[config.mk]
export PLATFORM = sky130hd
export DESIGN_NAME = apb_requester
export DESIGN_NICKNAME = d
export VERILOG_FILES = /design/src/rtl/apb_requester.sv
export SDC_FILE = /design/constraint.sdc
export NUM_CORES = 1
export LEC_CHECK = 0
export CAP_MARGIN = 20
export CORE_MARGIN = 4
export CORE_UTILIZATION = 25
export DETAILED_ROUTE_END_ITERATION = 10
export GPL_ROUTABILITY_DRIVEN = 0
export SETUP_SLACK_MARGIN = 0.1
export SYNTH_ARGS = -nofsm -noshare
export SYNTH_HDL_FRONTEND = slang
export SYNTH_SLANG_ARGS = --single-unit
[constraint.sdc]
create_clock -name pclk -period 2 [get_ports pclk]
set_input_delay 0.4 -clock pclk [delete_from_list [all_inputs] [get_ports pclk]]
set_output_delay 0.4 -clock pclk [all_outputs]
set_load 0.005 [all_outputs]
[src/rtl/apb_requester.sv]
// -----------------------------------------------------------------------------
// apb_requester
//   APB4 requester FSM. Takes single read/write commands from a local
//   valid/ready port, runs the APB SETUP and ACCESS phases, and returns the
//   read data with error status on a one-cycle response strobe. A programmable
//   access-phase timeout aborts transfers to a completer that never responds.
//
// Ports
//   pclk, preset         clock; synchronous active-high reset
//   req_valid/req_ready  request handshake (req_ready only in IDLE)
//   req_write, req_addr, req_wdata, req_strb, req_prot
//                        request fields, sampled only at the accept edge
//   resp_valid           one-cycle pulse per accepted request
//   resp_rdata           read data (0 for writes and timeouts)
//   resp_error           pslverr seen or timeout
//   resp_timeout         transfer aborted by timeout
//   paddr, pprot, psel, penable, pwrite, pwdata, pstrb
//                        APB requester outputs, all registered
//   pready, prdata, pslverr
//                        APB completer inputs, sampled only in ACCESS
// -----------------------------------------------------------------------------
module apb_requester #(
  parameter int DATA_WIDTH     = 32,
  parameter int ADDR_WIDTH     = 10,
  parameter int BYTES_PER_WORD = DATA_WIDTH / 8,
  parameter int TIMEOUT_CYCLES = 16
) (
  input  logic                      pclk,
  input  logic                      preset,
  input  logic                      req_valid,
  output logic                      req_ready,
  input  logic                      req_write,
  input  logic [ADDR_WIDTH-1:0]     req_addr,
  input  logic [DATA_WIDTH-1:0]     req_wdata,
  input  logic [BYTES_PER_WORD-1:0] req_strb,
  input  logic [2:0]                req_prot,
  output logic                      resp_valid,
  output logic [DATA_WIDTH-1:0]     resp_rdata,
  output logic                      resp_error,
  output logic                      resp_timeout,
  output logic [ADDR_WIDTH-1:0]     paddr,
  output logic [2:0]                pprot,
  output logic                      psel,
  output logic                      penable,
  output logic                      pwrite,
  output logic [DATA_WIDTH-1:0]     pwdata,
  output logic [BYTES_PER_WORD-1:0] pstrb,
  input  logic                      pready,
  input  logic [DATA_WIDTH-1:0]     prdata,
  input  logic                      pslverr
);

  typedef enum logic [1:0] {IDLE, SETUP, ACCESS} state_t;

  // Counter must hold values 0 .. TIMEOUT_CYCLES-1.
  localparam int CNT_W = (TIMEOUT_CYCLES > 1) ? $clog2(TIMEOUT_CYCLES + 1) : 1;
  localparam logic [CNT_W-1:0] CNT_LAST =
    CNT_W'((TIMEOUT_CYCLES > 0) ? TIMEOUT_CYCLES - 1 : 0);

  state_t                    state, state_nxt;
  logic [CNT_W-1:0]          cnt, cnt_nxt;
  logic [ADDR_WIDTH-1:0]     paddr_nxt;
  logic [2:0]                pprot_nxt;
  logic                      psel_nxt, penable_nxt, pwrite_nxt;
  logic [DATA_WIDTH-1:0]     pwdata_nxt, resp_rdata_nxt;
  logic [BYTES_PER_WORD-1:0] pstrb_nxt;
  logic                      resp_valid_nxt, resp_error_nxt, resp_timeout_nxt;
  logic                      timeout_hit;

  assign req_ready = (state == IDLE) && !preset;

  // cnt counts completed wait cycles, so it equals CNT_LAST during the
  // TIMEOUT_CYCLES-th ACCESS cycle.
  assign timeout_hit = (TIMEOUT_CYCLES != 0) && (cnt == CNT_LAST);

  always_comb begin
    // NOTE: every signal gets a default before the case so no path leaves it
    // unassigned; without this the tool infers latches.
    state_nxt        = state;
    cnt_nxt          = cnt;
    paddr_nxt        = paddr;
    pprot_nxt        = pprot;
    psel_nxt         = psel;
    penable_nxt      = penable;
    pwrite_nxt       = pwrite;
    pwdata_nxt       = pwdata;
    pstrb_nxt        = pstrb;
    resp_valid_nxt   = 1'b0;
    resp_rdata_nxt   = resp_rdata;
    resp_error_nxt   = resp_error;
    resp_timeout_nxt = resp_timeout;

    unique case (state)
      IDLE: begin
        if (req_valid && req_ready) begin
          paddr_nxt   = req_addr;
          pprot_nxt   = req_prot;
          pwrite_nxt  = req_write;
          // Reads drive zero data/strobes so the bus carries no stale write data.
          pwdata_nxt  = req_write ? req_wdata : '0;
          pstrb_nxt   = req_write ? req_strb  : '0;
          psel_nxt    = 1'b1;
          penable_nxt = 1'b0;
          state_nxt   = SETUP;
        end
      end

      SETUP: begin
        penable_nxt = 1'b1;
        cnt_nxt     = '0;
        state_nxt   = ACCESS;
      end

      ACCESS: begin
        // pready takes priority over a timeout firing in the same cycle.
        if (pready) begin
          psel_nxt         = 1'b0;
          penable_nxt      = 1'b0;
          resp_valid_nxt   = 1'b1;
          resp_rdata_nxt   = pwrite ? '0 : prdata;
          resp_error_nxt   = pslverr;
          resp_timeout_nxt = 1'b0;
          state_nxt        = IDLE;
        end else if (timeout_hit) begin
          psel_nxt         = 1'b0;
          penable_nxt      = 1'b0;
          resp_valid_nxt   = 1'b1;
          resp_rdata_nxt   = '0;
          resp_error_nxt   = 1'b1;
          resp_timeout_nxt = 1'b1;
          state_nxt        = IDLE;
        end else begin
          cnt_nxt = cnt + 1'b1;
        end
      end

      default: state_nxt = IDLE;
    endcase
  end

  always_ff @(posedge pclk) begin
    // NOTE: non-blocking assignments so every register samples the values
    // from before this edge, independent of statement order.
    if (preset) begin
      state        <= IDLE;
      cnt          <= '0;
      paddr        <= '0;
      pprot        <= '0;
      psel         <= 1'b0;
      penable      <= 1'b0;
      pwrite       <= 1'b0;
      pwdata       <= '0;
      pstrb        <= '0;
      resp_valid   <= 1'b0;
      resp_rdata   <= '0;
      resp_error   <= 1'b0;
      resp_timeout <= 1'b0;
    end else begin
      state        <= state_nxt;
      cnt          <= cnt_nxt;
      paddr        <= paddr_nxt;
      pprot        <= pprot_nxt;
      psel         <= psel_nxt;
      penable      <= penable_nxt;
      pwrite       <= pwrite_nxt;
      pwdata       <= pwdata_nxt;
      pstrb        <= pstrb_nxt;
      resp_valid   <= resp_valid_nxt;
      resp_rdata   <= resp_rdata_nxt;
      resp_error   <= resp_error_nxt;
      resp_timeout <= resp_timeout_nxt;
    end
  end

endmodule

==> results.yml <==
critical_path:
  max_fo_critical_path: 3
  rr_startpoint: "cnt[1]"
  critical_path_arrival_ns: 2.19
  required_ns: 2.27
  start_kind: "flop"
  regToRegEndpoint: "cnt[3]"
  critical_path_class: "flop to flop"
  r2r_cells: 6
  worstSetupEndpointType: "flop"
  ff_to_ff_setup_slack_ns: 0.08
synthesis:
  synthesis.area_per_instance_um2: 9.30
  netlist_area_before_placement_um2: 3230
  async_reset_ff_share_pct: 0
  ys_warn_count: 0
  syn-num-nets: 436
  distinct_cells_synth: 30
  synthFlopType: "sky130_fd_sc_hd__dfxtp_1"
  synth-seq-cells: 94
  ys_seq_area_share_pct: 58.3
  number_of_synthesized_flops_with_an_enable_pin: 0
  syn_inst: 347
cells_and_area:
  mostFrequentLayoutCell: "sky130_fd_sc_hd__clkdlybuf4s50_1"
  final_area_um2: 5560
  finalNonFillerCells: 693
  share_of_final_layout_standard_cells_stronger_than_drive_strength_1_pct: 7.87
  ant_cells: 0
  final_core_util_pct: 44.0
  fillCellCount: 1236
  multi_input_area_um2: 1260
  flow.area_growth_from_synthesis_pct: 72.3
  layout.cells.most_common_list: "172 x sky130_fd_sc_hd__clkdlybuf4s50_1, 92 x sky130_fd_sc_hd__dfxtp_1, 66 x sky130_fd_sc_hd__nand2_1"
  seqCellArea_um2: 1880
  layout.nets: 606
die:
  total_die_area_um2: 14800
  initial_utilization_pct: 25.6
  chipWidth_um: 122
  core_area_um2: 12600
  core.rowCount: 41
  io_pins: 175
  floorplan.die.height_um: 122
drt:
  drt_iter0_drc: 97
  drt-wirelength-per-cell_um: 15.4
  route.detailed.drc: 0
  num_vias: 3169
  totalWireLength_mm: 10.7
  first_pass_iters: 4
  detail_route.vias_per_cell: 4.57
  drt.antenna.violating_nets: 0
sta:
  finalCriticalPeriod_ns: 1.92
  totalNegativeSetupSlack_ns: 0
  finalMaxSlewViolations: 0
  layout_worst_path_cycle_share_pct: 96.1
  worst_pin_slew_ns: 0.399
  hold_violations: 0
  clock.fmax_mhz: 520
  finalClockSkew_ns: 0.00731
  report.final.setup_viol: 0
  grt_setup_unrepaired: "true"
  max-slew-margin-rel_pct: 73.4
pwr:
  power.ir.vdd_worst_mv: 0.512
  power_density_nw_per_um2: 726
  leakagePower_nw: 1.97
global_routing:
  grt_antenna_before_repair: 0
  grt_max_degree: 38
  grt_usage_pct: 14.1
  first_global_vias: 3164
  overflow: 0
  first_pass_grt_wire_length_mm: 16.3
min_path:
  whs_endpoint: "psel"
  hold_path_class: "flop to flop"
  min-delay-start: "psel"
  min_delay_path_depth: 1
clock_tree:
  htree_levels: 3
  worstSkewPairLatency_ns: 0.34
  cts_tree: "built"
  clock_sinks: 94
  cts_hold_repair.buffers: 0
  max-clock-path-buffers: 2
  clk_root_buffer_cell: "sky130_fd_sc_hd__clkbuf_16"
  tritoncts.num_buffers: 9
  path_clk_slew_ns: 0.07
placed_design:
  dp.final_hpwl_mm: 7.46
  placed_area_um2: 5240
  io_buffers: 174
  placedCellCount: 677
job:
  drv.max_cap_violation_count: 0
status:
  status: "finished, final reports clean"
[report_power, final]
| part | internal (W) | leakage (nW) | switching [W] |
|---|---|---|---|
| clock | 0.000871 | 0.129 | 0.000704 |
| sequential | 0.00193 | 0.763 | 0.0000318 |
| combinational | 0.000307 | 1.08 | 0.000193 |
| total | 0.00311 | 1.97 | 0.000928 |
[stage by stage]
stage               worst slack (ns)  hold WS (ns)  total power [W]
finish                        0.0776         0.450          0.00403
global route                  0.0216         0.478          0.00421
CTS                           0.0530         0.456          0.00409
detailed placement            -0.169         0.440          0.00250
global placement              -0.127         0.435          0.00249
floorplan                     0.0466         0.448          0.00215
[cell type report]
cell class / instances / share of cell area [%]
repair buffers: 188 / 34.3
flip-flops and latches: 94 / 33.9
multi-input cells: 220 / 22.7
clock buffers: 12 / 4.44
well taps: 172 / 3.87
clock inverters: 3 / 0.383
inverters: 4 / 0.360
[layer usage]
metal / GRT usage, % / wire length, um / up-vias
li1: - / - / 1551
met1: 17.6 / 4910 / 1456
met2: 21.5 / 4450 / 152
met3: 6.78 / 1180 / 10
met4: 4.62 / 150 / 0
met5: 0 / 0 / -
[how the worst max path moves through the flow]
stage / start / to / slack [ns] / cells after the start
3_5_place_dp: req_valid / pwdata[15] / -0.17 / 6
6_report: cnt[1] / cnt[3] / 0.08 / 6
4_1_cts: cnt[0] / cnt[3] / 0.05 / 7
2_1_floorplan: cnt[1] / cnt[3] / 0.05 / 7
5_1_grt: cnt[1] / cnt[3] / 0.02 / 6
3_3_place_gp: req_valid / pwdata[5] / -0.13 / 6
[flip-flops by register name (all words and copies together), names as in the netlist]
signal        cells
pwdata           32
resp_rdata       32
paddr            10
cnt               5
pstrb             4
pprot             3
state             2
penable           1
psel              1
pwrite            1
resp_error        1
resp_timeout      1
resp_valid        1
[cells in the mapped netlist, types with 2 or more instances]
master                     number  area [um2]
sky130_fd_sc_hd__dfxtp_1       94        1880
sky130_fd_sc_hd__buf_2          6        30.0
sky130_fd_sc_hd__a21oi_1       54         270
sky130_fd_sc_hd__nand3_1       41         205
sky130_fd_sc_hd__nand3b_1       2        15.0
sky130_fd_sc_hd__and3_1         2        12.5
sky130_fd_sc_hd__nand2b_1       3        18.8
sky130_fd_sc_hd__or4b_1         2        20.0
sky130_fd_sc_hd__nand2_1       66         248
sky130_fd_sc_hd__clkbuf_1      20        75.1
sky130_fd_sc_hd__ha_1           2        25.0
sky130_fd_sc_hd__inv_1          3        11.3
sky130_fd_sc_hd__a22o_1        34         298
sky130_fd_sc_hd__buf_1          2        7.51
[cells by family after synthesis]
family	synth area share, %
and+or+nand+nor	17.8
AOI/OAI and AO/OA	19.0
DFF	58.3
buffers and inverters	4.11
adders and majority gates	0.776
[worst max-delay path, stage by stage (launching register included)]
cell	delay, ns
sky130_fd_sc_hd__dfxtp_2	0.34
sky130_fd_sc_hd__ha_4	0.16
sky130_fd_sc_hd__and3_4	0.17
sky130_fd_sc_hd__ha_4	0.16
sky130_fd_sc_hd__or4b_4	0.48
sky130_fd_sc_hd__or3_4	0.38
sky130_fd_sc_hd__a211oi_2	0.17
[what timing repair did]
item	4_1_cts	5_1_grt
endpoints found under the setup margin	2	5
pin swaps	0	1
gates resized for setup	2	7
buffers inserted	0	0
cloned	0	1
Power figures use the tool's default switching activity.
